--- config.mk ---
export PLATFORM = sky130hd
export DESIGN_NAME = in_mem_ctrl
export DESIGN_NICKNAME = d
export VERILOG_FILES = /design/src/rtl/in_mem_ctrl.sv
export SDC_FILE = /design/constraint.sdc
export NUM_CORES = 1
export LEC_CHECK = 0
export BUFFER_PORTS_ARGS = -buffer_cell sky130_fd_sc_hd__buf_2
export CORE_ASPECT_RATIO = 1.5
export CORE_MARGIN = 8
export CORE_UTILIZATION = 35
export DETAILED_ROUTE_END_ITERATION = 16
export PLACE_DENSITY = 0.6
export SYNTH_ARGS = -nofsm -noshare
export SYNTH_HDL_FRONTEND = slang
export SYNTH_SLANG_ARGS = --single-unit
--- constraint.sdc ---
create_clock -name Sclk -period 6 [get_ports Sclk]
set_input_delay 0.9 -clock Sclk [delete_from_list [all_inputs] [get_ports Sclk]]
set_output_delay 0.9 -clock Sclk [all_outputs]
set_load 0.05 [all_outputs]
--- src/rtl/in_mem_ctrl.sv ---
// rtl/in_mem_ctrl.sv - sample-memory write/tap-read sequencer with zero-run sleep
module in_mem_ctrl #(
   parameter int TAPS     = 256,
   parameter int ZERO_RUN = 800
) (
   input  logic        Sclk,
   input  logic        Reset_n,
   input  logic        sample_valid,
   input  logic [15:0] sample_L,
   input  logic [15:0] sample_R,
   output logic        wr_en,
   output logic [9:0]  wr_row,
   output logic [15:0] wr_data_L,
   output logic [15:0] wr_data_R,
   output logic        clear,
   output logic [8:0]  rd_index,
   output logic        rd_valid,
   output logic        rd_last,
   output logic        frame_done,
   output logic        sleep,
   output logic        overrun
);

   localparam int ZW = $clog2(ZERO_RUN + 1);

   typedef enum logic [2:0] {S_IDLE, S_WRITE, S_READ, S_DONE, S_CLEAR, S_SLEEP} state_t;

   state_t         state_q;
   logic [8:0]     wr_ptr_q, base_q, rd_index_q;
   logic [9:0]     k_q, wr_row_q;
   logic [ZW-1:0]  zcnt_q, zcnt_d;
   logic [15:0]    data_l_q, data_r_q;
   logic           wr_en_q, clear_q, rd_valid_q, rd_last_q, frame_done_q, sleep_q, overrun_q;

   logic           is_zero, accept, busy, k_last;
   logic [9:0]     k_nxt;

   assign is_zero = (sample_L == 16'd0) && (sample_R == 16'd0);
   // A sleeping controller only wakes on a nonzero pair; zero pairs are silently ignored.
   assign accept  = sample_valid && ((state_q == S_IDLE) || ((state_q == S_SLEEP) && !is_zero));
   assign busy    = (state_q == S_WRITE) || (state_q == S_READ) ||
                    (state_q == S_DONE)  || (state_q == S_CLEAR);
   assign k_nxt   = k_q + 10'd1;
   assign k_last  = (k_q == 10'(TAPS - 1));

   always_comb begin
      zcnt_d = '0;
      if (is_zero)
         zcnt_d = (zcnt_q == ZW'(ZERO_RUN)) ? zcnt_q : zcnt_q + 1'b1;
   end

   always_ff @(posedge Sclk or negedge Reset_n) begin
      if (!Reset_n) begin
         state_q      <= S_IDLE;
         wr_ptr_q     <= '0;
         base_q       <= '0;
         k_q          <= '0;
         zcnt_q       <= '0;
         wr_row_q     <= '0;
         data_l_q     <= '0;
         data_r_q     <= '0;
         rd_index_q   <= '0;
         wr_en_q      <= 1'b0;
         clear_q      <= 1'b0;
         rd_valid_q   <= 1'b0;
         rd_last_q    <= 1'b0;
         frame_done_q <= 1'b0;
         sleep_q      <= 1'b0;
         overrun_q    <= 1'b0;
      end else begin
         wr_en_q      <= 1'b0;
         clear_q      <= 1'b0;
         frame_done_q <= 1'b0;
         if (sample_valid && busy)
            overrun_q <= 1'b1;
         case (state_q)
            S_IDLE, S_SLEEP: begin
               if (accept) begin
                  data_l_q <= sample_L;
                  data_r_q <= sample_R;
                  zcnt_q   <= zcnt_d;
                  wr_en_q  <= 1'b1;
                  wr_row_q <= {1'b0, wr_ptr_q};
                  base_q   <= wr_ptr_q;
                  wr_ptr_q <= wr_ptr_q + 9'd1;
                  sleep_q  <= 1'b0;
                  state_q  <= S_WRITE;
               end
            end
            S_WRITE: begin
               k_q        <= '0;
               rd_valid_q <= 1'b1;
               rd_index_q <= base_q;
               rd_last_q  <= (TAPS == 1);
               state_q    <= S_READ;
            end
            S_READ: begin
               if (k_last) begin
                  rd_valid_q   <= 1'b0;
                  rd_last_q    <= 1'b0;
                  frame_done_q <= 1'b1;
                  state_q      <= S_DONE;
               end else begin
                  k_q        <= k_nxt;
                  rd_index_q <= base_q - k_nxt[8:0];
                  rd_last_q  <= (k_nxt == 10'(TAPS - 1));
               end
            end
            S_DONE: begin
               // The count only reaches ZERO_RUN on the frame of the triggering zero pair.
               if (zcnt_q == ZW'(ZERO_RUN)) begin
                  clear_q  <= 1'b1;
                  wr_ptr_q <= '0;
                  state_q  <= S_CLEAR;
               end else begin
                  state_q <= S_IDLE;
               end
            end
            S_CLEAR: begin
               sleep_q <= 1'b1;
               state_q <= S_SLEEP;
            end
            default: state_q <= S_IDLE;
         endcase
      end
   end

   assign wr_en      = wr_en_q;
   assign wr_row     = wr_row_q;
   assign wr_data_L  = data_l_q;
   assign wr_data_R  = data_r_q;
   assign clear      = clear_q;
   assign rd_index   = rd_index_q;
   assign rd_valid   = rd_valid_q;
   assign rd_last    = rd_last_q;
   assign frame_done = frame_done_q;
   assign sleep      = sleep_q;
   assign overrun    = overrun_q;

endmodule

==> results of run 1 <==
[metal layers]
layer	track usage (%)	vias up
met2	23.8	97
met3	3.06	24
met4	6.61	0
met1	15.7	1780
met5	0	-
li1	-	1857
[cell usage in the layout, fill, tap and decap left out, drive strengths merged, types with 10 or more instances in the layout]
master / Yosys / layout
a21oi: 18 / 18
buf: 14 / 92
clkbuf: 7 / 10
dfrtp: 89 / 89
ha: 13 / 13
inv: 15 / 16
nand2: 158 / 158
nand3: 15 / 15
nor2: 20 / 20
o21ai: 31 / 31
xnor2: 13 / 13
[registers in the layout, indices dropped and copies added (netlist names)]
name        cells
rd_valid        1
overrun         1
zcnt_q         10
wr_data_L      16
rd_last         1
rd_index        9
frame_done      1
wr_ptr_q        9
wr_en           1
base_q          9
k_q            10
state_q         3
sleep           1
clear           1
wr_data_R      16
[power by group through the flow]
stage          sequential (uW)  combinational, uW  clock [uW]
4_1_cts                    625                109         675
5_1_grt                    627                117         697
3_3_place_gp               636                107           0
6_report                   625                107         660
2_1_floorplan              677               20.9           0
3_5_place_dp               636                109           0
[metrics by stage]
step / total power [uW] / worst slack (ns) / cells / hold WS [ns] / utilization [%]
after floorplan: 698 / 3.68 / 497 / 0.464 / -
after global placement: 743 / 2.33 / 727 / 0.437 / 39.5
after detailed placement: 745 / 2.20 / 727 / 0.443 / 39.5
after CTS: 1410 / 2.57 / 743 / 0.436 / 42.2
after global routing: 1440 / 2.33 / 743 / 0.450 / 42.2
final: 1390 / 2.62 / 743 / 0.427 / 42.2
[critical path, delay by kind of cell]
family                 cells  cell delay, ns
AOI/OAI and AO/OA          4            1.33
buffers and inverters      2            0.69
and+or+nand+nor            2            0.65
[worst max-delay path by stage]
stage           startpoint          end  slack, ns  depth (start not counted)
3_3_place_gp   sample_L[1]  wr_ptr_q[2]       2.33                          8
6_report       sample_L[1]  wr_ptr_q[2]       2.62                          8
2_1_floorplan  sample_R[8]    zcnt_q[1]       3.68                          7
4_1_cts        sample_L[1]  wr_ptr_q[2]       2.57                          8
3_5_place_dp   sample_L[1]  wr_ptr_q[2]       2.20                          8
5_1_grt        sample_L[9]  wr_ptr_q[6]       2.33                          8
[kinds of logic (layout without fill, tap and decap cells)]
family	after synthesis	in the layout	synth area share [%]
adders and majority gates	14	14	4.04
muxes	6	6	1.38
other	1	1	0.0828
DFF	89	89	49.2
and+or+nand+nor	247	247	25.6
xor gates and xnor gates	18	18	3.48
AOI/OAI and AO/OA	86	86	12.2
buffers and inverters	36	123	4.06
[final cells by class]
type | instances | area [um2]
Clock inverter | 6 | 114
Fill cell | 1256 | 7410
Inverter | 15 | 56.3
Clock buffer | 10 | 239
Timing Repair Buffer | 92 | 465
Tap cell | 159 | 199
Sequential cell | 89 | 2230
Multi-Input combinational cell | 372 | 2120
==> impl_metrics.toml, run 1 <==
[status]
status = "finished clean"

[yosys]
ys_warn_count = 0
ys_seq_elements = 89
synthesis.nets = 546
netlist_top_cells_count = "156 x nand2_1, 89 x dfrtp_1, 26 x o21ai_0"
async_flop_share_pct = 100
synth_top_area_share_pct = 49.2
ys_types = 58
synthCells = 497
synth_area_um2 = 4530
synth_seq_area_share_pct = 49.2
yosysTopAreaCell = "dfrtp_1"
synth.area.top_cells = "dfrtp_1 49%, nand2_1 13%, ha_1 3.6%, o21ai_0 2.9%, xnor2_1 2.5%"
synthFlopType = "dfrtp_1"
yosysMostFrequentCell = "nand2_1"
synth_edf_count = 0
syn_avg_cell_area_um2 = 9.11

[setup_path]
crit_path_start_kind = "input pin"
path_cells = "buf_2 > nor4_1 > nand4_1 > o21bai_4 > a21o_2 > inv_2 > a21oi_1 > a31oi_1"
rr_startpoint = "state_q[2]"
path_max_fanout = 50
critPathCaptureType = "flop"
rr_worst_depth = 6
cp.required_ns = 6.22
max_stage_delay_ns = 0.76
timing.rr.end = "rd_last"
cp_data_arrival_time_ns = 3.60
r2r_slack_ns = 3.03
crit_type = "in -> reg"
cp_slowest_cell = "a21o_2"

[detailed_routing]
dr.max_layer_used = "met4"
via_per_inst = 5.06
met3_length_um = 499
first_pass_iters = 4
routed_wl_um = 11300
drt_iter0_markers = 141
ant_nets = 0
wl_met1_um = 4620
drc = 0
wl_per_cell_um = 15.2
wl_met2_um = 5830
dr_total_vias = 3758

[sta]
rsz0062_at_grt = "false"
setup_viol = 0
slew_headroom_pct = 38.4
final-hold-violation-count = 0
tns_ns = 0
max_freq_mhz = 296
worst_slew_pin_slew_ns = 0.924
skew_ns = 0.00569
period_needed_ns = 3.38
slew_viol_final = 0
fin_crit_sh_pct = 56.4

[die]
ios = 93
rows = 51
core_um2 = 12800
die_h_um = 155
fp.dieW_um = 109
start_util_pct = 35.3
dieArea_um2 = 16900

[pwr]
switchingPower_uw = 329
power.density_nw_per_um2 = 257
clkPwrFrac_pct = 47.4
seqPwrFrac_pct = 44.9
p_leak_uw = 0.00274
combPwrFrac_pct = 7.7
swShare_pct = 23.7
ir_drop_mv = 0.145
internal_power_uw = 1060

[placed_design]
portBuffers = 91
dp_hpwl_um = 8320
gp_congestion = 0.841
dpl_cell_area_um2 = 5060

[global_route]
grt_pass1_wl_um = 18900
grt_pass1_vias = 3884
antenna_found_initial = 0
gr-total-overflow = 0
grt_use_total_pct = 13.9
grt_max_degree = 71

[cts]
cts_htree_levels = 3
hold_buffers = 0
cts_tree = "done"
cts_resized = 0
path_clk_slew_ns = 0.07
cts_setup_buffers = 0
clock_path_buffers = 2
cts_buffers = 9
cts_root_buf = "clkbuf_16"
clock_sinks = 89
insertion_delay_ns = 0.34

[cells_and_area]
syn2layout_area_growth_pct = 19.7
drive_gt1_share_pct = 22.1
antenna_cells = 0
nets = 628
post-route-cell-area_um2 = 5420

[run]
drv_cap = 0

[min_path]
hp-class = "in -> async"
(Power assumes the default switching activity.)
==> run 2, diff against run 1 <==
PLACE_DENSITY = 0.62   (was 0.6)
clock period = 3 ns   (was 6 ns; I/O delays follow)
==> impl_metrics.toml, run 2 (synthesized netlist as in run 1, its figures left out) <==
[status]
status = "finished clean"

[detailed_routing]
wl_per_cell_um = 15.4
dr.max_layer_used = "met4"
drt_iter0_markers = 116
via_per_inst = 5.08
met3_length_um = 569
drc = 0
routed_wl_um = 11500
wl_met1_um = 4510
ant_nets = 0
wl_met2_um = 6110
dr_total_vias = 3810
first_pass_iters = 4

[cells_and_area]
syn2layout_area_growth_pct = 19.4
post-route-cell-area_um2 = 5400
final_util_pct = 42.1
layout_commonest_cell = "nand2_1"
antenna_cells = 0
drive_gt1_share_pct = 22.7
most-common-layout-cells = "156 x nand2_1, 90 x buf_2, 89 x dfrtp_1"
nets = 635

[pwr]
ir_drop_mv = 0.304
p_leak_uw = 0.00273
power.density_nw_per_um2 = 465

[setup_path]
crit_type = "reg -> reg"
path_cells = "inv_1 > ha_1 > fa_1 > a21oi_1 > o2111ai_1 > a22o_1 > and3_1 > xnor2_1 > o21ai_0"
cp.buffers_inverters = 1
cp_slowest_cell = "fa_1"
crit_path_start_kind = "flop"
cp.required_ns = 3.26
max_stage_delay_ns = 0.45
critPathCaptureType = "flop"
cp_data_arrival_time_ns = 2.76
path_max_fanout = 6
cp_top_family = "adder cells"

[cts]
cts_htree_levels = 3
clock_path_buffers = 2
cts_root_buf = "clkbuf_16"
insertion_delay_ns = 0.34
cts_tree = "done"
cts_resized = 0
cts_buffers = 9
path_clk_slew_ns = 0.07
cts_setup_buffers = 0
clock_sinks = 89

[global_route]
grt_pass1_wl_um = 19100
gr-total-overflow = 0
grt_pass1_vias = 3913
grt_max_degree = 74
antenna_found_initial = 0
grt_use_total_pct = 14.2

[die]
die_h_um = 155
fp.dieW_um = 109
start_util_pct = 35.3
rows = 51
core_um2 = 12800
ios = 93
dieArea_um2 = 16900

[placed_design]
dpl_cell_area_um2 = 5120
portBuffers = 91
dp_hpwl_um = 8690
gp_congestion = 0.873

[sta]
fin_crit_sh_pct = 83.1
worst_slew_pin_slew_ns = 0.924
slew_viol_final = 0
final-hold-violation-count = 0
setup_viol = 0
period_needed_ns = 2.49
skew_ns = 0.00779
rsz0062_at_grt = "false"
slew_headroom_pct = 38.0
tns_ns = 0
max_freq_mhz = 401

[run]
drv_cap = 0

[min_path]
hp-class = "in -> reg"
-- run 2: changes by cell type in the layout (fill, tap and decap cells not counted) --
cell,change
buf_12,+1
buf_4,+5
bufinv_16,-3
clkbuf_1,+1
clkbuf_8,-1
clkinv_2,+1
clkinvlp_4,+2
dlygate4sd3_1,+1
-- run 2: final timing paths --
check	from	end	slack, ns	cells after the start
worst max-delay path	k_q[0]	rd_index[8]	0.51	9
worst min-delay path	sample_L[1]	wr_data_L[1]	0.31	3
worst max register to register	k_q[0]	rd_index[8]	0.51	9
worst min register to register	wr_data_L[1]	wr_data_L[1]	0.47	2
max in group asynchronous	Reset_n	wr_data_L[5]	1.83	3
min in group asynchronous	Reset_n	rd_index[7]	0.51	2
-- run 2: area by class of cell --
type / count / area (um2)
Clock buffer: 10 / 229
Inverter: 15 / 56.3
Clock inverter: 6 / 43.8
Fill cell: 1276 / 7420
Tap cell: 159 / 199
Sequential cell: 89 / 2230
Timing Repair Buffer: 99 / 533
Multi-Input combinational cell: 372 / 2120
-- run 2: through the flow --
| stage | cells | setup slack (ns) | hold slack (ns) | total power [uW] |
|---|---|---|---|---|
| global route | 750 | 0.291 | 0.324 | 2610 |
| finish | 750 | 0.506 | 0.314 | 2510 |
| floorplan | 497 | 0.677 | 0.154 | 1400 |
| CTS | 750 | 0.510 | 0.306 | 2550 |
| detailed placement | 733 | 0.523 | 0.335 | 1490 |
| global placement | 733 | 0.617 | 0.332 | 1490 |
-- run 2: tightest hold or removal path: cells and delay by family --
kind                   cells  cell delay, ns
buffers and inverters      1            0.09
AND/OR/NAND/NOR            2            0.09
-- run 2: metal layers --
| layer | track usage [%] | up-vias |
|---|---|---|
| met5 | 0 | - |
| met4 | 7.99 | 0 |
| met3 | 3.06 | 19 |
| met2 | 24.4 | 105 |
| met1 | 15.7 | 1814 |
| li1 | - | 1872 |
-- run 2: timing repair --
action                     in CTS  in global routing
hold buffers                    1                  0
hold endpoints to repair       16                  0
setup endpoints to repair       0                  0
-- run 2: where the power goes --
| group | internal (uW) | switching, uW |
|---|---|---|
| combinational | 57.8 | 160 |
| clock | 563 | 483 |
| sequential | 1230 | 20.4 |
| total | 1850 | 663 |
==> run 3, diff against run 2 <==
PLACE_DENSITY = 0.6   (was 0.62)
clock period = 2.4 ns   (was 3 ns; I/O delays follow)
==> impl_metrics.toml, run 3 (synthesized netlist as in run 1, its figures left out) <==
[sta]
setup_viol = 0
fin_crit_sh_pct = 95.6
final-hold-violation-count = 0
skew_ns = 0.00630
slew_headroom_pct = 46.3
setup_slack_ns = 0.105
worst_slew_pin_slew_ns = 0.804
period_needed_ns = 2.29
slew_viol_final = 0
max_freq_mhz = 436

[setup_path]
endpoint = "rd_index[8]"
cp_data_arrival_time_ns = 2.55
timing.rr.end = "rd_index[8]"
rr_worst_depth = 11
r2r_slack_ns = 0.11
cp.required_ns = 2.66
crit_type = "reg -> reg"
startpoint = "k_q[0]"
rr_startpoint = "k_q[0]"
critPathCaptureType = "flop"
path_max_fanout = 6
crit_path_start_kind = "flop"

[pwr]
p_leak_uw = 0.00287
power.density_nw_per_um2 = 599
ir_drop_mv = 0.378
seqPwrFrac_pct = 45.4
combPwrFrac_pct = 8.0
internal_power_uw = 2660
clkPwrFrac_pct = 46.6
switchingPower_uw = 788
swShare_pct = 22.9

[global_route]
antenna_found_initial = 0
gr-total-overflow = 0
grt_pass1_vias = 4066
grt_pass1_wl_um = 19500
grt_max_degree = 50
grt_use_total_pct = 14.4

[detailed_routing]
wl_per_cell_um = 15.6
ant_nets = 0
drt_iter0_markers = 202
via_per_inst = 5.17
dr_total_vias = 3960
routed_wl_um = 11900
first_pass_iters = 4
drc = 0

[cts]
path_clk_slew_ns = 0.06
insertion_delay_ns = 0.34
cts_buffers = 9
cts_htree_levels = 3
cts_root_buf = "clkbuf_16"
clock_path_buffers = 2
clock_sinks = 89
cts_tree = "done"

[cells_and_area]
most-common-layout-cells = "156 x nand2_1, 90 x buf_2, 87 x dfrtp_1"
nets = 651
antenna_cells = 0
layout_commonest_cell = "nand2_1"
layout.cells.non_filler = 766
syn2layout_area_growth_pct = 27.0
drive_gt1_share_pct = 27.7
fillCellCount = 1230
seqCellArea_um2 = 2230
multi_input_area_um2 = 2240

[die]
core_um2 = 12800
ios = 93
dieArea_um2 = 16900
fp.dieW_um = 109
die_h_um = 155
rows = 51
start_util_pct = 35.3

[placed_design]
dp_cells = 744
gp_congestion = 0.923
portBuffers = 91
pre_cts_slack_ns = -0.00960
dp_hpwl_um = 8860

[status]
status = "finished clean"

[min_path]
hp-class = "in -> reg"

[run]
drv_cap = 0
-- run 3: changes by cell type in the layout (fill, tap and decap cells not counted), sizes merged --
cell      change
buf          +16
bufinv        +3
clkbuf        +1
clkinvlp      -3
inv           -1
-- run 3: what timing repair did --
item,CTS,global route
buffers inserted,0,5
endpoints found under the hold margin,28,0
pin swaps,0,7
resized for setup,3,19
cloned,0,0
hold buffers,1,0
setup endpoints to repair,1,5
-- run 3: worst min-delay path by stage --
stage	start	end	slack, ns	depth (start not counted)
5_1_grt	sample_L[13]	wr_data_L[13]	0.23	3
3_5_place_dp	Reset_n	k_q[4]	0.33	1
3_3_place_gp	Reset_n	frame_done	0.32	1
6_report	sample_L[1]	wr_data_L[1]	0.23	3
2_1_floorplan	Reset_n	base_q[0]	0.06	0
4_1_cts	sample_L[5]	wr_data_L[5]	0.22	3
-- run 3: metrics by stage --
step | hold WS (ns) | utilization, % | cell area (um2) | power (uW) | setup TNS (ns)
detailed placement | 0.329 | 40.8 | 5230 | 1870 | -0.00960
CTS | 0.224 | 43.6 | 5600 | 3500 | 0
global route | 0.232 | 44.8 | 5750 | 3580 | -0.0178
floorplan | 0.0644 | - | 4530 | 1740 | 0
global placement | 0.324 | 40.8 | 5230 | 1860 | 0
finish | 0.233 | 44.8 | 5750 | 3440 | 0
-- run 3: power by group through the flow --
stage / sequential [uW] / combinational (uW) / clock (uW)
2_1_floorplan: 1690 / 52.3 / 0
3_3_place_gp: 1590 / 275 / 0
3_5_place_dp: 1590 / 281 / 0
4_1_cts: 1560 / 283 / 1660
5_1_grt: 1570 / 301 / 1710
6_report: 1560 / 277 / 1600
-- run 3: final cells by class --
cell class / count / area share, %
Inverter: 15 / 0.980
Multi-Input combinational cell: 372 / 39.0
Clock inverter: 5 / 1.78
Tap cell: 159 / 3.46
Clock buffer: 11 / 4.22
Timing Repair Buffer: 115 / 11.8
Sequential cell: 89 / 38.8
-- run 3: metal layers --
| layer | wire length, um | up-vias | part of all wire (%) | track usage (%) |
|---|---|---|---|---|
| li1 | - | 1909 | - | - |
| met1 | 4640 | 1896 | 39 | 15.9 |
| met2 | 6330 | 124 | 53 | 25.1 |
| met3 | 580 | 31 | 4.9 | 2.73 |
| met4 | 377 | 0 | 3.2 | 7.66 |
| met5 | 0 | - | 0 | 0 |
-- run 3: worst max-delay path, stage by stage, from the launching register on --
cell     delay, ns
dfrtp_2       0.45
ha_4          0.20
nand3_4       0.10
nor2_1        0.06
xnor2_1       0.22
ha_1          0.29
nor3_2        0.18
nor2_1        0.09
a22o_1        0.20
and3_1        0.18
xnor2_1       0.11
o21ai_0       0.13
